**src/rtl/bt_cmd_parser_pkg.sv**
```systemverilog
`default_nettype none
// ============================================================================
// Module : bt_cmd_pkg
// Brief  : Frame constants, command codes and parser state encoding
// Rev    : 1.0
// ============================================================================
package bt_cmd_pkg;

  localparam logic [7:0] SYNC_BYTE = 8'hA5;
  localparam logic [7:0] CHK_KEY   = 8'h5A;

  localparam logic [7:0] CMD_JUMP  = 8'h4A;
  localparam logic [7:0] CMD_START = 8'h53;
  localparam logic [7:0] CMD_DUCK  = 8'h44;
  localparam logic [7:0] CMD_PAUSE = 8'h50;

  typedef enum logic [1:0] {
    WAIT_SYNC = 2'd0,
    WAIT_CMD  = 2'd1,
    WAIT_CHK  = 2'd2
  } state_t;

  function automatic logic is_known_cmd(input logic [7:0] cmd);
    return (cmd == CMD_JUMP) || (cmd == CMD_START) ||
           (cmd == CMD_DUCK) || (cmd == CMD_PAUSE);
  endfunction

endpackage
`default_nettype wire

```
**src/rtl/bt_cmd_parser_if.sv**
```systemverilog
`default_nettype none
// ============================================================================
// Module : bt_cmd_parser_if
// Brief  : Receiver byte input and game-command outputs of the parser
// Rev    : 1.0
// ============================================================================
interface bt_cmd_parser_if;
  logic [7:0] RxData;
  logic       RxDone;
  logic       jump_pulse;
  logic       start_pulse;
  logic       duck;
  logic       paused;
  logic       frame_err;
  logic [7:0] last_cmd;

  modport master (
    output RxData, RxDone,
    input  jump_pulse, start_pulse, duck, paused, frame_err, last_cmd
  );

  modport slave (
    input  RxData, RxDone,
    output jump_pulse, start_pulse, duck, paused, frame_err, last_cmd
  );
endinterface
`default_nettype wire

```
**src/rtl/bt_cmd_parser_rx_done_edge.sv**
```systemverilog
`default_nettype none
// ============================================================================
// Module : rx_done_edge
// Brief  : Synchronises RxDone and emits a one-cycle strobe per rising edge
// Rev    : 1.0
// ============================================================================
module rx_done_edge (
  input  wire logic Clk,
  input  wire logic Rst_n,
  input  wire logic RxDone,
  output logic      byte_stb
);

  logic r_sync1;
  logic r_sync2;
  logic r_sync3;
  logic r_stb;

  // Registered strobe places byte_stb three cycles after the RxDone rise
  always_ff @(posedge Clk or negedge Rst_n) begin
    if (!Rst_n) begin
      r_sync1 <= 1'b0;
      r_sync2 <= 1'b0;
      r_sync3 <= 1'b0;
      r_stb   <= 1'b0;
    end else begin
      r_sync1 <= RxDone;
      r_sync2 <= r_sync1;
      r_sync3 <= r_sync2;
      r_stb   <= r_sync2 & ~r_sync3;
    end
  end

  assign byte_stb = r_stb;

endmodule
`default_nettype wire

```
**src/rtl/bt_cmd_parser.sv**
```systemverilog
`default_nettype none
// ============================================================================
// Module : bt_cmd_parser
// Brief  : Validates {SYNC,CMD,CHK} frames and drives dino game commands
// Rev    : 1.0
// ============================================================================
module bt_cmd_parser
  import bt_cmd_pkg::*;
#(
  parameter int unsigned TIMEOUT_CYC   = 500000,
  parameter int unsigned DUCK_HOLD_CYC = 5000000
) (
  input wire logic        Clk,
  input wire logic        Rst_n,
  bt_cmd_parser_if.slave  bus
);

  localparam int unsigned GAP_W  = $clog2(TIMEOUT_CYC + 1);
  localparam int unsigned DUCK_W = $clog2(DUCK_HOLD_CYC + 1);
  localparam logic [GAP_W-1:0]  C_GAP_LAST = GAP_W'(TIMEOUT_CYC - 1);
  localparam logic [GAP_W-1:0]  C_GAP_MAX  = GAP_W'(TIMEOUT_CYC);
  localparam logic [DUCK_W-1:0] C_DUCK_LD  = DUCK_W'(DUCK_HOLD_CYC);

  logic              w_byte_stb;
  logic [7:0]        w_byte_q;
  state_t            r_state;
  state_t            w_state_nxt;
  logic [7:0]        r_cmd_q;
  logic [GAP_W-1:0]  r_gap;
  logic [DUCK_W-1:0] r_duck_cnt;
  logic              w_cmd_ld;
  logic              w_act;
  logic              w_err;
  logic              w_timeout;

  logic              r_jump;
  logic              r_start;
  logic              r_duck;
  logic              r_paused;
  logic              r_err;
  logic [7:0]        r_last_cmd;

  rx_done_edge u_rx_done_edge (
    .Clk      (Clk),
    .Rst_n    (Rst_n),
    .RxDone   (bus.RxDone),
    .byte_stb (w_byte_stb)
  );

  // RxData is held stable while RxDone is high, so it is read directly on the strobe
  assign w_byte_q = bus.RxData;

  always_ff @(posedge Clk or negedge Rst_n) begin
    if (!Rst_n) begin
      r_state <= WAIT_SYNC;
      r_cmd_q <= 8'h00;
    end else begin
      r_state <= w_state_nxt;
      if (w_cmd_ld) begin
        r_cmd_q <= w_byte_q;
      end
    end
  end

  always_comb begin
    w_state_nxt = r_state;
    w_cmd_ld    = 1'b0;
    w_act       = 1'b0;
    w_err       = 1'b0;
    w_timeout   = (r_state != WAIT_SYNC) && !w_byte_stb && (r_gap == C_GAP_LAST);
    if (w_byte_stb) begin
      case (r_state)
        WAIT_SYNC: begin
          if (w_byte_q == SYNC_BYTE) begin
            w_state_nxt = WAIT_CMD;
          end
        end
        WAIT_CMD: begin
          if (w_byte_q != SYNC_BYTE) begin
            w_cmd_ld    = 1'b1;
            w_state_nxt = WAIT_CHK;
          end
        end
        WAIT_CHK: begin
          w_state_nxt = WAIT_SYNC;
          if ((w_byte_q == (r_cmd_q ^ CHK_KEY)) && is_known_cmd(r_cmd_q)) begin
            w_act = 1'b1;
          end else begin
            w_err = 1'b1;
          end
        end
        default: w_state_nxt = WAIT_SYNC;
      endcase
    end else if (w_timeout) begin
      w_state_nxt = WAIT_SYNC;
      w_err       = 1'b1;
    end
  end

  // Inter-byte gap timer; idle in WAIT_SYNC so it starts fresh with each frame
  always_ff @(posedge Clk or negedge Rst_n) begin
    if (!Rst_n) begin
      r_gap <= '0;
    end else if (w_byte_stb || (w_state_nxt == WAIT_SYNC)) begin
      r_gap <= '0;
    end else if (r_gap != C_GAP_MAX) begin
      r_gap <= r_gap + GAP_W'(1);
    end
  end

  always_ff @(posedge Clk or negedge Rst_n) begin
    if (!Rst_n) begin
      r_jump     <= 1'b0;
      r_start    <= 1'b0;
      r_paused   <= 1'b0;
      r_err      <= 1'b0;
      r_last_cmd <= 8'h00;
    end else begin
      r_jump  <= w_act && (r_cmd_q == CMD_JUMP);
      r_start <= w_act && (r_cmd_q == CMD_START);
      r_err   <= w_err;
      if (w_act) begin
        r_last_cmd <= r_cmd_q;
      end
      if (w_act && (r_cmd_q == CMD_PAUSE)) begin
        r_paused <= ~r_paused;
      end else if (w_act && (r_cmd_q == CMD_START)) begin
        r_paused <= 1'b0;
      end
    end
  end

  // Duck hold: a repeat 'D' reloads the counter, so the level never dips
  always_ff @(posedge Clk or negedge Rst_n) begin
    if (!Rst_n) begin
      r_duck     <= 1'b0;
      r_duck_cnt <= '0;
    end else if (w_act && (r_cmd_q == CMD_DUCK)) begin
      r_duck     <= 1'b1;
      r_duck_cnt <= C_DUCK_LD;
    end else if (r_duck_cnt > DUCK_W'(1)) begin
      r_duck_cnt <= r_duck_cnt - DUCK_W'(1);
    end else if (r_duck_cnt == DUCK_W'(1)) begin
      r_duck_cnt <= '0;
      r_duck     <= 1'b0;
    end
  end

  assign bus.jump_pulse  = r_jump;
  assign bus.start_pulse = r_start;
  assign bus.duck        = r_duck;
  assign bus.paused      = r_paused;
  assign bus.frame_err   = r_err;
  assign bus.last_cmd    = r_last_cmd;

endmodule
`default_nettype wire
```
**src/flat_wrapper.sv**
```systemverilog
// flat-port wrapper written by rule: the top's interface ports become plain ports
module bt_cmd_parser_flat import bt_cmd_pkg::*;
#(
  parameter int unsigned TIMEOUT_CYC   = 500000,
  parameter int unsigned DUCK_HOLD_CYC = 5000000
)
  (Clk, Rst_n, bus_RxData, bus_RxDone, bus_jump_pulse, bus_start_pulse, bus_duck, bus_paused, bus_frame_err, bus_last_cmd);
  bt_cmd_parser_if bus_i ();
  input wire logic Clk;
  input wire logic Rst_n;
  input wire logic [$bits(bus_i.RxData)-1:0] bus_RxData;
  input wire logic [$bits(bus_i.RxDone)-1:0] bus_RxDone;
  output wire logic [$bits(bus_i.jump_pulse)-1:0] bus_jump_pulse;
  output wire logic [$bits(bus_i.start_pulse)-1:0] bus_start_pulse;
  output wire logic [$bits(bus_i.duck)-1:0] bus_duck;
  output wire logic [$bits(bus_i.paused)-1:0] bus_paused;
  output wire logic [$bits(bus_i.frame_err)-1:0] bus_frame_err;
  output wire logic [$bits(bus_i.last_cmd)-1:0] bus_last_cmd;
  assign bus_i.RxData = bus_RxData;
  assign bus_i.RxDone = bus_RxDone;
  assign bus_jump_pulse = bus_i.jump_pulse;
  assign bus_start_pulse = bus_i.start_pulse;
  assign bus_duck = bus_i.duck;
  assign bus_paused = bus_i.paused;
  assign bus_frame_err = bus_i.frame_err;
  assign bus_last_cmd = bus_i.last_cmd;
  bt_cmd_parser #(.TIMEOUT_CYC(TIMEOUT_CYC), .DUCK_HOLD_CYC(DUCK_HOLD_CYC)) u_core (.Clk(Clk), .Rst_n(Rst_n), .bus(bus_i));
endmodule
```
**config.mk**
```make
export PLATFORM = sky130hd
export DESIGN_NAME = bt_cmd_parser_flat
export DESIGN_NICKNAME = d
export VERILOG_FILES = /design/src/rtl/bt_cmd_parser_pkg.sv /design/src/rtl/bt_cmd_parser_if.sv /design/src/rtl/bt_cmd_parser_rx_done_edge.sv /design/src/rtl/bt_cmd_parser.sv /design/src/flat_wrapper.sv
export SDC_FILE = /design/constraint.sdc
export NUM_CORES = 1
export LEC_CHECK = 0
export CAP_MARGIN = 20
export CORE_UTILIZATION = 45
export DETAILED_ROUTE_END_ITERATION = 12
export RECOVER_POWER = 50
export REMOVE_ABC_BUFFERS = 1
export SYNTH_ARGS = -nofsm -noshare
export SYNTH_HDL_FRONTEND = slang
export SYNTH_SLANG_ARGS = --single-unit
```
**constraint.sdc**
```tcl
create_clock -name Clk -period 3.44 [get_ports Clk]
set_input_delay 1.032 -clock Clk [delete_from_list [all_inputs] [get_ports Clk]]
set_output_delay 1.032 -clock Clk [all_outputs]
set_load 0.02 [all_outputs]
```
==> impl_metrics.tcl, run 1 <==
set metrics [dict create \
    ios 24 \
    fin_crit_ns 2.794 \
    route.vias.total 2377 \
    wl_um 6399 \
    core_area_um2 7292 \
    cts_sinks 69 \
    diodes 0 \
    overflow 0 \
    netlist_area_um2 3425 \
    hold_class "reg2reg" \
    avgViaCountPerCell 5.247 \
    die_x_um 89.24 \
    violations "max-capacitance violations, max-slew violations" \
    outcome "complete, but fails checks" \
    maxSlewHeadroom_pct -3.153 \
    initial_core_util_pct 46.96 \
    rsz0062_at_grt "no" \
    syn2layout_area_growth_pct 14.43 \
    ys_seq_elements 69 \
    grtUsageTotal_pct 17.89 \
    cts_resized 0 \
    period_share_pct 81.21 \
    h-tree-depth 3 \
    hold_violations 0 \
    fmax_mhz 358.0 \
    clkTransAtPathRegs_ns 0.08 \
    p_leak_nw 1.538 \
    antenna_left 0 \
    firstDrtPassIters 4 \
    fp-row-count 31 \
    grt_pass1_wl_um 10700 \
    holdBufCountCts 0 \
    antenna_found_initial 0 \
    post-cts-setup-buffer-count 0 \
    worst_pin_slew_ns 1.547 \
    dp_cells 437 \
    drt_iter0_markers 90 \
    drc_errors 0 \
    cts_buffer_depth 2 \
    cp.arrival_ns 3.02 \
    drv_cap 1 \
    cts_tree "yes" \
    layout_common_cells "dfrtp_1, nor2_1, nand2_1" \
    die_h_um 89.24 \
    grt_pass1_vias 2303 \
    cp.required_ns 3.66 \
    finalSetupTns_ns 0 \
    grt_max_degree 30 \
    cts_root_buf "clkbuf_8" \
    cp_max_fo 8 \
    drv_slew 30 \
    synth_cells 319 \
    ir_worst_vdd_mv 0.2386 \
    wire_per_inst_um 14.13 \
    ys_seq_area_share_pct 50.42 \
    final_layout_size_suffix_gt1_share_pct 12.99 \
    utilization_pct 53.74 \
    hpwl_um 4514 \
    fin_cells 453 \
    yosys_warnings 0 \
    path_class "in2reg" \
    nets 364 \
    fin_skew_ns 0.009363 \
    synth_cell_types 57 \
    port_buffers 23 \
    die-area_um2 7963 \
    gp_congestion 0.7581 \
    power_density_nw_per_um2 393.0 \
    cts_buffers 9 \
    setup_viol 0 \
    critPathLaunchType "input pin" \
    mostFrequentLayoutCell "dfrtp_1" \
    clk_latency_ns 0.34 \
    syn_avg_cell_area_um2 10.74 \
    cp-end-kind "flop" \
]
-- flip-flops by register name, indices dropped and copies added (netlist names), 2 cells and up --
signal	cells
u_core.r_state	2
u_core.r_gap	19
u_core.r_cmd_q	8
u_core.bus.last_cmd	8
u_core.r_duck_cnt	23
-- per-stage QoR --
stage          instance area, µm²  hold WS [ns]  setup WS [ns]  total power [W]
4_1_cts                      3923        0.3661         0.8038         0.001569
3_3_place_gp                 3747        0.3552         0.5017        0.0009760
6_report                     3919        0.3597         0.6464         0.001540
5_1_grt                      3919        0.3782         0.5953         0.001615
3_5_place_dp                 3747        0.3386         0.4367        0.0009780
2_1_floorplan                3376        0.3312          1.116        0.0009294
-- cells in the mapped netlist, drive strengths merged --
library cell,number,area (µm²)
o31ai,2,15.01
and4bb,1,12.51
nor4,12,130.1
a32oi,1,8.760
and2,2,12.51
nor4bb,3,30.03
and4,3,26.28
xnor2,20,175.2
o41ai,1,8.760
nand2,22,82.58
nor2b,4,25.02
nor2,46,172.7
nand4b,1,8.760
or3,1,6.260
inv,9,33.78
clkbuf,1,3.750
a21oi,6,33.78
and2b,2,15.01
o21bai,1,7.510
a31o,1,8.760
o22a,2,18.77
or3b,1,8.760
nor3,8,45.04
nand3,10,50.05
and3,3,18.77
nand4bb,1,11.26
or4b,1,10.01
mux2i,3,30.03
dfrtp,69,1727
nand4,12,75.07
nor4b,3,32.53
ha,4,50.05
nand2b,4,32.53
buf,6,45.04
and4b,1,10.01
o21a,1,7.510
or4,2,15.01
or2,2,12.52
xor2,18,157.7
nor3b,5,47.54
a221oi,1,15.01
mux2,9,112.6
nand3b,2,15.01
o21ai,12,60.05
-- cell families after synthesis --
family,count (synthesis),share of synthesized area (%)
simple gates,152,26.45
flops,69,50.42
xor+xnor,38,9.719
compound gates,28,5.371
buf+inv,16,2.411
mux,12,4.165
fa+ha+maj,4,1.462
-- path summary, 6_finish.rpt --
path                                               start                             to  slack, ns  cells after the start
hold / removal             u_core.u_rx_done_edge.r_sync1  u_core.u_rx_done_edge.r_sync2       0.36                      0
hold reg to reg            u_core.u_rx_done_edge.r_sync1  u_core.u_rx_done_edge.r_sync2       0.36                      0
max in group asynchronous                          Rst_n         u_core.bus.last_cmd[4]       1.09                      2
setup reg to reg                         u_core.r_gap[1]               u_core.r_gap[16]       1.16                      6
setup / recovery                           bus_RxData[5]         u_core.bus.last_cmd[1]       0.65                      6
min in group asynchronous                          Rst_n           u_core.r_duck_cnt[9]       1.06                      1
-- cell type report --
type                    count  area [µm²]
inverters                   9       33.78
well taps                  99       123.9
clock inverters             7       51.30
clock buffers               9       123.9
repair buffers             26       244.0
fillers                   686        3373
multi-input cells         234        1615
flip-flops and latches     69        1727
-- per-layer routing --
layer | vias to the layer above | GRT usage (%) | part of all wire [%]
li1 | 1181 | - | -
met1 | 1164 | 22.56 | 49
met2 | 26 | 29.91 | 48
met3 | 6 | 4.709 | 2.3
met4 | 0 | 6.061 | 1.2
met5 | - | 0 | 0
-- power breakdown --
part	total (W)	internal (W)	switching, W
logic	0.0000962	0.0000482	0.0000480
registers	0.000862	0.000831	0.0000311
clock network	0.000582	0.000263	0.000319
-- worst max-delay path: stages --
cell,delay (ns)
dlygate4sd3_1,0.57
nor3_1,0.21
and4_1,0.28
nand2_1,0.12
nor4_4,0.46
mux2_4,0.35
Power figures use the tool's default switching activity.
==> run 2: changes to the inputs <==
Settings changed: PLACE_DENSITY from default to 0.66.
Clock period 3.44 ns to 2.52 ns, I/O delays scaled along.
==> run 2 against run 1 <==
  * Design area grew 2.3%
  * Non-clock buffer count grew 11
  * Setup slack lost 0.30 ns
  * Register-to-register slack lost 0.71 ns
  * Sequential power grew 37%
  * Clock-buffer cell count grew 1
  * The flow now finishes without violations
  * Critical endpoint unchanged
==> impl_metrics.tcl, run 2 (synthesis results as in run 1) <==
set metrics [dict create \
    outcome "complete, no violations" \
    crit_path_max_incr_delay_ns 0.45 \
    post-cts-setup-buffer-count 0 \
    p_leak_nw 1.583 \
    layout.area.seq_um2 1727 \
    antenna_found_initial 0 \
    drt_iter0_markers 111 \
    setup_viol 0 \
    maxSlewHeadroom_pct 10.09 \
    drv_cap 0 \
    final_layout_size_suffix_gt1_share_pct 14.79 \
    path_delay_family "simple AND/OR/NAND/NOR gates" \
    hpwl_um 4790 \
    path_class "in2reg" \
    holdBufCountCts 0 \
    crit_start "bus_RxData[0]" \
    wire_per_inst_um 14.00 \
    grt_pass1_vias 2466 \
    regMostFlops "u_core.r_duck_cnt" \
    largestRegisters "u_core.r_duck_cnt: 23 flops, u_core.r_gap: 19 flops" \
    hold_violations 0 \
    hold_depth 0 \
    hold_class "reg2reg" \
    critPathLaunchType "input pin" \
    ios 24 \
    clkTransAtPathRegs_ns 0.08 \
    fin_crit_ns 2.174 \
    drc_errors 0 \
    grtUsageTotal_pct 18.80 \
    die_h_um 89.24 \
    cp.arrival_ns 2.42 \
    drv_slew 0 \
    fp-row-count 31 \
    wl_um 6497 \
    largest_register_ffs 23 \
    cts_tree "yes" \
    diodes 0 \
    r2r_cells 7 \
    cts_buffer_depth 2 \
    ir_worst_vdd_mv 0.3181 \
    finalSetupTns_ns 0 \
    initial_core_util_pct 46.96 \
    avgViaCountPerCell 5.287 \
    setup.worst_path.end "u_core.bus.last_cmd[1]" \
    die-area_um2 7963 \
    cp_num_cells 6 \
    grt_pass1_wl_um 11270 \
    syn2layout_area_growth_pct 17.06 \
    cts_resized 0 \
    cp_slowest_cell "clkdlybuf4s50_1" \
    antenna_left 0 \
    hold_ws_ns 0.3665 \
    mostFrequentLayoutCell "dfrtp_1" \
    n_fill_cell 681 \
    multi_input_area_um2 1610 \
    rr_endpoint "u_core.r_duck_cnt[12]" \
    cp_max_fo 4 \
    r2r_slack_ns 0.45 \
    cts_root_buf "clkbuf_8" \
    reg2reg_from "u_core.r_duck_cnt[0]" \
    worst_pin_slew_ns 1.349 \
    gp_congestion 0.7379 \
    firstDrtPassIters 4 \
    fmax_mhz 460.0 \
    overflow 0 \
    power_density_nw_per_um2 536.1 \
    cp.required_ns 2.76 \
    die_x_um 89.24 \
    core_area_um2 7292 \
    nets 375 \
    clk_latency_ns 0.36 \
    fin_skew_ns 0.009468 \
    critical_path_buf_inv_count 1 \
    grt_max_degree 27 \
    layout_common_cells "dfrtp_1, nor2_1, nand2_1" \
    dp_cells 448 \
    period_share_pct 86.27 \
    cp-end-kind "flop" \
    cts_sinks 69 \
    path_cells "clkdlybuf4s50_1 > xor2_1 > nor3_1 > nand2_1 > nor4_4 > mux2_4" \
    route.vias.total 2453 \
    port_buffers 23 \
    cts_buffers 9 \
    h-tree-depth 3 \
    rsz0062_at_grt "no" \
    fin_cells 464 \
]
## run 2: changes by cell type in the layout (fill, tap and decap cells not counted), moves of 2 or more
cell	before	now
buf_4	2	9
clkinvlp_4	2	4
clkbuf_1	1	3
clkinv_2	2	0
## run 2: power breakdown
part	total (W)	leakage, nW	internal [W]	switching, W
sequential	0.00118	0.854	0.00113	0.0000432
combinational	0.000136	0.648	0.0000691	0.0000668
clock	0.000836	0.0811	0.000388	0.000448
total	0.00215	1.58	0.00159	0.000558
## run 2: worst min path at each step
stage / slack [ns] / start / endpoint
global route: 0.37 / u_core.u_rx_done_edge.r_sync1 / u_core.u_rx_done_edge.r_sync2
detailed placement: 0.34 / u_core.u_rx_done_edge.r_sync1 / u_core.u_rx_done_edge.r_sync2
global placement: 0.35 / u_core.u_rx_done_edge.r_sync1 / u_core.u_rx_done_edge.r_sync2
CTS: 0.37 / u_core.u_rx_done_edge.r_sync1 / u_core.u_rx_done_edge.r_sync2
finish: 0.37 / u_core.u_rx_done_edge.r_sync1 / u_core.u_rx_done_edge.r_sync2
floorplan: 0.33 / u_core.u_rx_done_edge.r_sync1 / u_core.u_rx_done_edge.r_sync2
## run 2: worst register-to-register path: cells and delay by family, from the launching register on
kind / cells / cell delay [ns]
buffers and inverters: 1 / 0.09
adders and majority gates: 1 / 0.18
and+or+nand+nor: 4 / 1.13
xor gates and xnor gates: 1 / 0.15
DFF: 1 / 0.45
## run 2: final cells by class
cell class	instances	share of cell area (%)
Clock inverter	6	1.186
Clock buffer	10	3.433
Timing Repair Buffer	37	8.209
Sequential cell	69	43.07
Multi-Input combinational cell	234	40.17
Inverter	9	0.8427
Tap cell	99	3.090
## run 2: metal layers
metal / vias to the layer above / GRT usage [%] / part of all wire [%]
met1: 1209 / 22.73 / 46
met4: 0 / 7.215 / 1.4
met5: - / 0 / 0
li1: 1206 / - / -
met3: 11 / 5.355 / 3.0
met2: 27 / 31.85 / 50
## run 2: per-stage QoR
step           instance area (µm²)  worst slack, ns  power, W  util, %
6_report                      4009           0.3460  0.002149    54.98
5_1_grt                       4009           0.1965  0.002242    54.98
4_1_cts                       4040           0.3974  0.002181    55.40
3_5_place_dp                  3855          0.01547  0.001345    52.87
3_3_place_gp                  3855          0.03662  0.001341    52.87
2_1_floorplan                 3376           0.4719  0.001269        -
==> run 3: changes to the inputs <==
Settings changed: SLEW_MARGIN from default to 30.
==> results of run 3 <==
No change in the layout: final DEF, timing and power equal those of run 2.
